File: config.mk
export PLATFORM = sky130hd
export DESIGN_NAME = step_pulse_gen_flat
export DESIGN_NICKNAME = d
export VERILOG_FILES = /design/src/rtl/step_pulse_if.sv /design/src/rtl/step_pulse_gen.sv /design/src/flat_wrapper.sv
export SDC_FILE = /design/constraint.sdc
export NUM_CORES = 1
export LEC_CHECK = 0
export ABC_CLOCK_PERIOD_IN_PS = 5400
export BUFFER_PORTS_ARGS = -buffer_cell sky130_fd_sc_hd__clkbuf_2
export CAP_MARGIN = 20
export CORE_ASPECT_RATIO = 2
export CORE_MARGIN = 5
export CORE_UTILIZATION = 50
export CTS_CLUSTER_SIZE = 25
export DETAILED_ROUTE_END_ITERATION = 10
export PLACE_DENSITY = 0.69
export REMOVE_ABC_BUFFERS = 1
export SLEW_MARGIN = 15
export SYNTH_ARGS = -nofsm -noshare
export SYNTH_HDL_FRONTEND = slang
export SYNTH_SLANG_ARGS = --single-unit
File: constraint.sdc
create_clock -name clk -period 5.4 [get_ports clk]
set_input_delay 0.54 -clock clk [delete_from_list [all_inputs] [get_ports clk]]
set_output_delay 0.54 -clock clk [all_outputs]
set_load 0.1 [all_outputs]
File: src/rtl/step_pulse_if.sv
// STEP/DIR driver bundle: motion requests in, driver-facing pulses and position out.
interface step_pulse_if #(
    parameter int WIDTH_WORK = 16,
    parameter int POS_WIDTH  = 32
);
    logic [WIDTH_WORK-1:0]       N;
    logic                        drv_dir;
    logic                        drv_enable_SM;
    logic                        zero_pos;
    logic                        step;
    logic                        dir;
    logic                        busy;
    logic signed [POS_WIDTH-1:0] position;

    modport master (
        output N, drv_dir, drv_enable_SM, zero_pos,
        input  step, dir, busy, position
    );

    modport slave (
        input  N, drv_dir, drv_enable_SM, zero_pos,
        output step, dir, busy, position
    );
endinterface

File: src/rtl/step_pulse_gen.sv
// Stepper STEP/DIR pulse generator: fixed-width pulses, DIR setup before any
// step, period clamped to N_MIN, and a signed count of issued steps.
module step_pulse_gen #(
    parameter int WIDTH_WORK  = 16,
    parameter int PULSE_WIDTH = 50,
    parameter int DIR_SETUP   = 25,
    parameter int N_MIN       = 100,
    parameter int POS_WIDTH   = 32
) (
    input  logic          clk,
    input  logic          rst,
    step_pulse_if.slave   bus
);
    typedef enum logic [1:0] {IDLE, SETUP, HIGH, LOW} state_t;

    localparam logic [WIDTH_WORK-1:0] PW_W   = WIDTH_WORK'(PULSE_WIDTH);
    localparam logic [WIDTH_WORK-1:0] DS_W   = WIDTH_WORK'(DIR_SETUP);
    localparam logic [WIDTH_WORK-1:0] NMIN_W = WIDTH_WORK'(N_MIN);
    localparam logic [WIDTH_WORK-1:0] ONE_W  = WIDTH_WORK'(1);

    state_t                  state, state_next;
    logic [WIDTH_WORK-1:0]   cnt, cnt_next;
    logic [WIDTH_WORK-1:0]   p_lat, p_next;
    logic [WIDTH_WORK-1:0]   p_req;
    logic                    dir_next;
    logic                    start;
    logic                    rise;

    function automatic logic [WIDTH_WORK-1:0] clamp_period(input logic [WIDTH_WORK-1:0] n);
        return (n < NMIN_W) ? NMIN_W : n;
    endfunction

    assign p_req = clamp_period(bus.N);
    assign start = bus.drv_enable_SM && (bus.N != '0);

    // Counters are loaded with (duration - 1) on state entry and run down to zero.
    always_comb begin
        state_next = state;
        cnt_next   = (cnt != '0) ? cnt - ONE_W : cnt;
        p_next     = p_lat;
        dir_next   = bus.dir;
        case (state)
            IDLE: begin
                if (start) begin
                    if (bus.drv_dir == bus.dir) begin
                        state_next = HIGH;
                        p_next     = p_req;
                        cnt_next   = PW_W - ONE_W;
                    end else begin
                        state_next = SETUP;
                        dir_next   = bus.drv_dir;
                        cnt_next   = DS_W - ONE_W;
                    end
                end
            end
            SETUP: begin
                if (!bus.drv_enable_SM) begin
                    state_next = IDLE;
                end else if (cnt == '0) begin
                    state_next = HIGH;
                    p_next     = p_req;
                    cnt_next   = PW_W - ONE_W;
                end
            end
            HIGH: begin
                if (cnt == '0) begin
                    state_next = LOW;
                    cnt_next   = p_lat - PW_W - ONE_W;
                end
            end
            LOW: begin
                // Enable loss aborts the low phase immediately; a pulse is never cut.
                if (!bus.drv_enable_SM || ((cnt == '0) && !start)) begin
                    state_next = IDLE;
                end else if (cnt == '0) begin
                    if (bus.drv_dir != bus.dir) begin
                        state_next = SETUP;
                        dir_next   = bus.drv_dir;
                        cnt_next   = DS_W - ONE_W;
                    end else begin
                        state_next = HIGH;
                        p_next     = p_req;
                        cnt_next   = PW_W - ONE_W;
                    end
                end
            end
            default: state_next = IDLE;
        endcase
    end

    assign rise = (state_next == HIGH) && (state != HIGH);

    always_ff @(posedge clk or posedge rst) begin
        if (rst) begin
            state        <= IDLE;
            cnt          <= '0;
            p_lat        <= '0;
            bus.step     <= 1'b0;
            bus.dir      <= 1'b0;
            bus.busy     <= 1'b0;
            bus.position <= '0;
        end else begin
            state    <= state_next;
            cnt      <= cnt_next;
            p_lat    <= p_next;
            bus.step <= (state_next == HIGH);
            bus.dir  <= dir_next;
            bus.busy <= (state_next != IDLE);
            if (bus.zero_pos)
                bus.position <= '0;
            else if (rise)
                bus.position <= bus.dir ? bus.position + POS_WIDTH'(1)
                                        : bus.position - POS_WIDTH'(1);
        end
    end
endmodule
File: src/flat_wrapper.sv
// flat-port wrapper written by rule: the top's interface ports become plain ports
module step_pulse_gen_flat 
#(
    parameter int WIDTH_WORK  = 16,
    parameter int PULSE_WIDTH = 50,
    parameter int DIR_SETUP   = 25,
    parameter int N_MIN       = 100,
    parameter int POS_WIDTH   = 32
)
  (clk, rst, bus_N, bus_drv_dir, bus_drv_enable_SM, bus_zero_pos, bus_step, bus_dir, bus_busy, bus_position);
  step_pulse_if #(.WIDTH_WORK(WIDTH_WORK), .POS_WIDTH(POS_WIDTH)) bus_i ();
  input  logic clk;
  input  logic rst;
  input wire logic [$bits(bus_i.N)-1:0] bus_N;
  input wire logic [$bits(bus_i.drv_dir)-1:0] bus_drv_dir;
  input wire logic [$bits(bus_i.drv_enable_SM)-1:0] bus_drv_enable_SM;
  input wire logic [$bits(bus_i.zero_pos)-1:0] bus_zero_pos;
  output wire logic [$bits(bus_i.step)-1:0] bus_step;
  output wire logic [$bits(bus_i.dir)-1:0] bus_dir;
  output wire logic [$bits(bus_i.busy)-1:0] bus_busy;
  output wire logic [$bits(bus_i.position)-1:0] bus_position;
  assign bus_i.N = bus_N;
  assign bus_i.drv_dir = bus_drv_dir;
  assign bus_i.drv_enable_SM = bus_drv_enable_SM;
  assign bus_i.zero_pos = bus_zero_pos;
  assign bus_step = bus_i.step;
  assign bus_dir = bus_i.dir;
  assign bus_busy = bus_i.busy;
  assign bus_position = bus_i.position;
  step_pulse_gen #(.WIDTH_WORK(WIDTH_WORK), .PULSE_WIDTH(PULSE_WIDTH), .DIR_SETUP(DIR_SETUP), .N_MIN(N_MIN), .POS_WIDTH(POS_WIDTH)) u_core (.clk(clk), .rst(rst), .bus(bus_i));
endmodule
==> impl_metrics.env <==
export IMPL_outcome="completed"
export IMPL_startpoint="u_core.bus.dir"
export IMPL_syn_cell_area_mm2=0.005451
export IMPL_final_cell_mix="nand2_1, a21oi_1, dfrtp_1"
export IMPL_core_area_mm2=0.01081
export IMPL_cts_sinks=69
export IMPL_r2r_cells=12
export IMPL_cts_tree="yes"
export IMPL_ctsResizeCount=0
export IMPL_fin_crit_ns=3.930
export IMPL_slew_headroom=0.5145
export IMPL_grt_ovfl_total=0
export IMPL_final_common_cell="nand2_1"
export IMPL_h_tree_depth=3
export IMPL_finalCritPeriodShare=0.7278
export IMPL_synth_enable_flop_cells=0
export IMPL_rsz0062_at_grt="false"
export IMPL_ys_flop_type="dfrtp_1"
export IMPL_io_pins=56
export IMPL_first_pass_iters=8
export IMPL_cts_buffer_depth=2
export IMPL_postSynthCellCount=664
export IMPL_layout_nets=770
export IMPL_die_h_um=157.7
export IMPL_antenna_found_initial=0
export IMPL_portBuffers=55
export IMPL_required_ns=5.61
export IMPL_drcViolationCount=0
export IMPL_routabilityCongestion=0.8894
export IMPL_endpoint="u_core.bus.position[25]"
export IMPL_skew_ns=0.005378
export IMPL_fp_row_count=54
export IMPL_worst_setup_path_start_kind="flop"
export IMPL_fin_util=0.5684
export IMPL_ctsHoldBuffers=0
export IMPL_ys_types=63
export IMPL_arrival_ns=4.14
export IMPL_seq_area_frac_synth=0.3167
export IMPL_crit_type="reg -> reg"
export IMPL_slew_violations=0
export IMPL_areaGrowthSynthToFinish_pct=12.72
export IMPL_wirelength_um=14790
export IMPL_grt_usage=0.2319
export IMPL_synth_area_per_cell_um2=8.210
export IMPL_post_dp_cell_area_mm2=0.005822
export IMPL_tns_ns=0
export IMPL_n_fill_cell=1005
export IMPL_max_cap_viol_count=0
export IMPL_min_path_type="in -> async"
export IMPL_worstSkewPairLatency_ns=0.34
export IMPL_reg2reg_from="u_core.bus.dir"
export IMPL_root_buffer="clkbuf_16"
export IMPL_die_w_um=83.84
export IMPL_async_reset_ff_frac=1.000
export IMPL_ant_nets=0
export IMPL_synth_warnings=0
export IMPL_wl_per_cell_um=17.31
export IMPL_synth_seq_cells=69
export IMPL_grt_pass1_wl_um=24860
export IMPL_cts_inserted_buffers=9
export IMPL_finalHoldViolCount=0
export IMPL_die_area_mm2=0.01322
export IMPL_layout_drive_gt1_share=0.1443
export IMPL_drt_iter0_drc=286
export IMPL_timing_rr_end="u_core.bus.position[25]"
export IMPL_vias=5141
export IMPL_setup_viol=0
export IMPL_path_clk_slew_ns=0.06
export IMPL_post_cts_buffers=0
export IMPL_grt_start_max_net_pins=43
export IMPL_final_cell_area_mm2=0.006145
export IMPL_crit_fanout=17
export IMPL_start_util=0.5043
export IMPL_first_global_vias=5288
export IMPL_fmax_ghz=0.2544
export IMPL_tightestPinTransition_ns=0.7226
export IMPL_cp_end_kind="flop"
export IMPL_diodes=0
export IMPL_reg2reg_setup_slack_ns=1.47
export IMPL_dpl_hpwl_um=11060
export IMPL_vias_per_cell=6.020
worst min-delay path by stage:
stage                     cells after the start                    start                       to  slack, ns
final                                         2                      rst            u_core.cnt[1]       0.28
after global routing                          2                      rst            u_core.cnt[1]       0.33
after CTS                                     2                      rst            u_core.cnt[1]       0.30
after detailed placement                      1         u_core.p_lat[15]         u_core.p_lat[15]       0.54
after global placement                        2  u_core.bus.position[13]  u_core.bus.position[13]       0.53
after floorplan                               1         u_core.p_lat[15]         u_core.p_lat[15]       0.50
synthesized netlist by cell type, drive strengths merged, types with 2 or more instances:
cell,n,area share
nand2,97,0.067
xor2,19,0.031
o211a,2,0.0037
nand3,24,0.022
a21o,16,0.022
or3,5,0.0057
and4,3,0.0048
xnor2,28,0.045
nor2b,6,0.0069
inv,22,0.015
a211o,2,0.0032
and2,4,0.0046
a31o,4,0.0064
nand2b,7,0.0080
o211ai,4,0.0055
and3,5,0.0057
nor3b,3,0.0041
o32ai,2,0.0032
ha,39,0.090
nor4b,3,0.0060
clkbuf,22,0.015
nand4,7,0.0080
mux2,9,0.019
nor2,44,0.030
o31ai,3,0.0041
or2,2,0.0023
buf,7,0.011
a221oi,2,0.0032
dfrtp,69,0.32
o21a,5,0.0069
a21oi,74,0.068
o22ai,3,0.0034
a31oi,7,0.011
o21ai,43,0.039
nor4,15,0.020
mux2i,7,0.013
o21bai,6,0.0083
a21boi,3,0.0041
nor3,20,0.020
a211oi,9,0.015
logic make-up after synthesis:
| logic type | count (synthesis) | synth area share |
|---|---|---|
| muxes | 16 | 0.03144 |
| DFF | 69 | 0.3167 |
| buffers and inverters | 51 | 0.04177 |
| xor gates and xnor gates | 47 | 0.07551 |
| adders and majority gates | 40 | 0.09318 |
| AOI/OAI and AO/OA | 194 | 0.2219 |
| and+or+nand+nor | 247 | 0.2194 |
state kept, by name, summed over array words and instances (netlist names):
name,cells
u_core.bus.step,1
u_core.bus.position,32
u_core.bus.busy,1
u_core.bus.dir,1
u_core.cnt,16
u_core.p_lat,16
u_core.state,2
final cells by class:
type | instances | area (µm²) | area share
Timing Repair Buffer | 63 | 335.3 | 0.05457
Sequential cell | 69 | 1727 | 0.2810
Inverter | 22 | 82.58 | 0.01344
Clock inverter | 7 | 97.59 | 0.01588
Multi-Input combinational cell | 544 | 3502 | 0.5699
Clock buffer | 9 | 225.2 | 0.03665
Tap cell | 140 | 175.2 | 0.02851
worst max-delay path, cell delays in order, from the launching register on:
cell and delay, ns:
dfrtp_1 0.50, inv_1 0.47, buf_4 0.35, ha_1 0.28, a211o_1 0.30, a21oi_1 0.25
a21boi_0 0.25, a31o_2 0.30, a211oi_1 0.25, o21ai_0 0.20, a21boi_0 0.33, mux2i_1 0.23
a21oi_1 0.08
metrics by stage:
step | instances | hold slack (ns) | worst slack (ns)
5_1_grt | 854 | 0.3326 | 1.127
3_3_place_gp | 838 | 0.5330 | 1.446
3_5_place_dp | 838 | 0.5419 | 1.326
4_1_cts | 854 | 0.3025 | 1.496
2_1_floorplan | 635 | 0.5011 | 1.289
6_report | 854 | 0.2838 | 1.470
metal layers:
layer	vias up	track usage	part of all wire
met5	-	0	0
met1	2455	0.2298	0.35
met2	161	0.4535	0.57
met3	52	0.03646	0.036
met4	0	0.1242	0.045
li1	2473	-	-
Power is not shown: default switching activity piles up to over one toggle a cycle in this logic, so the estimate is an artifact.
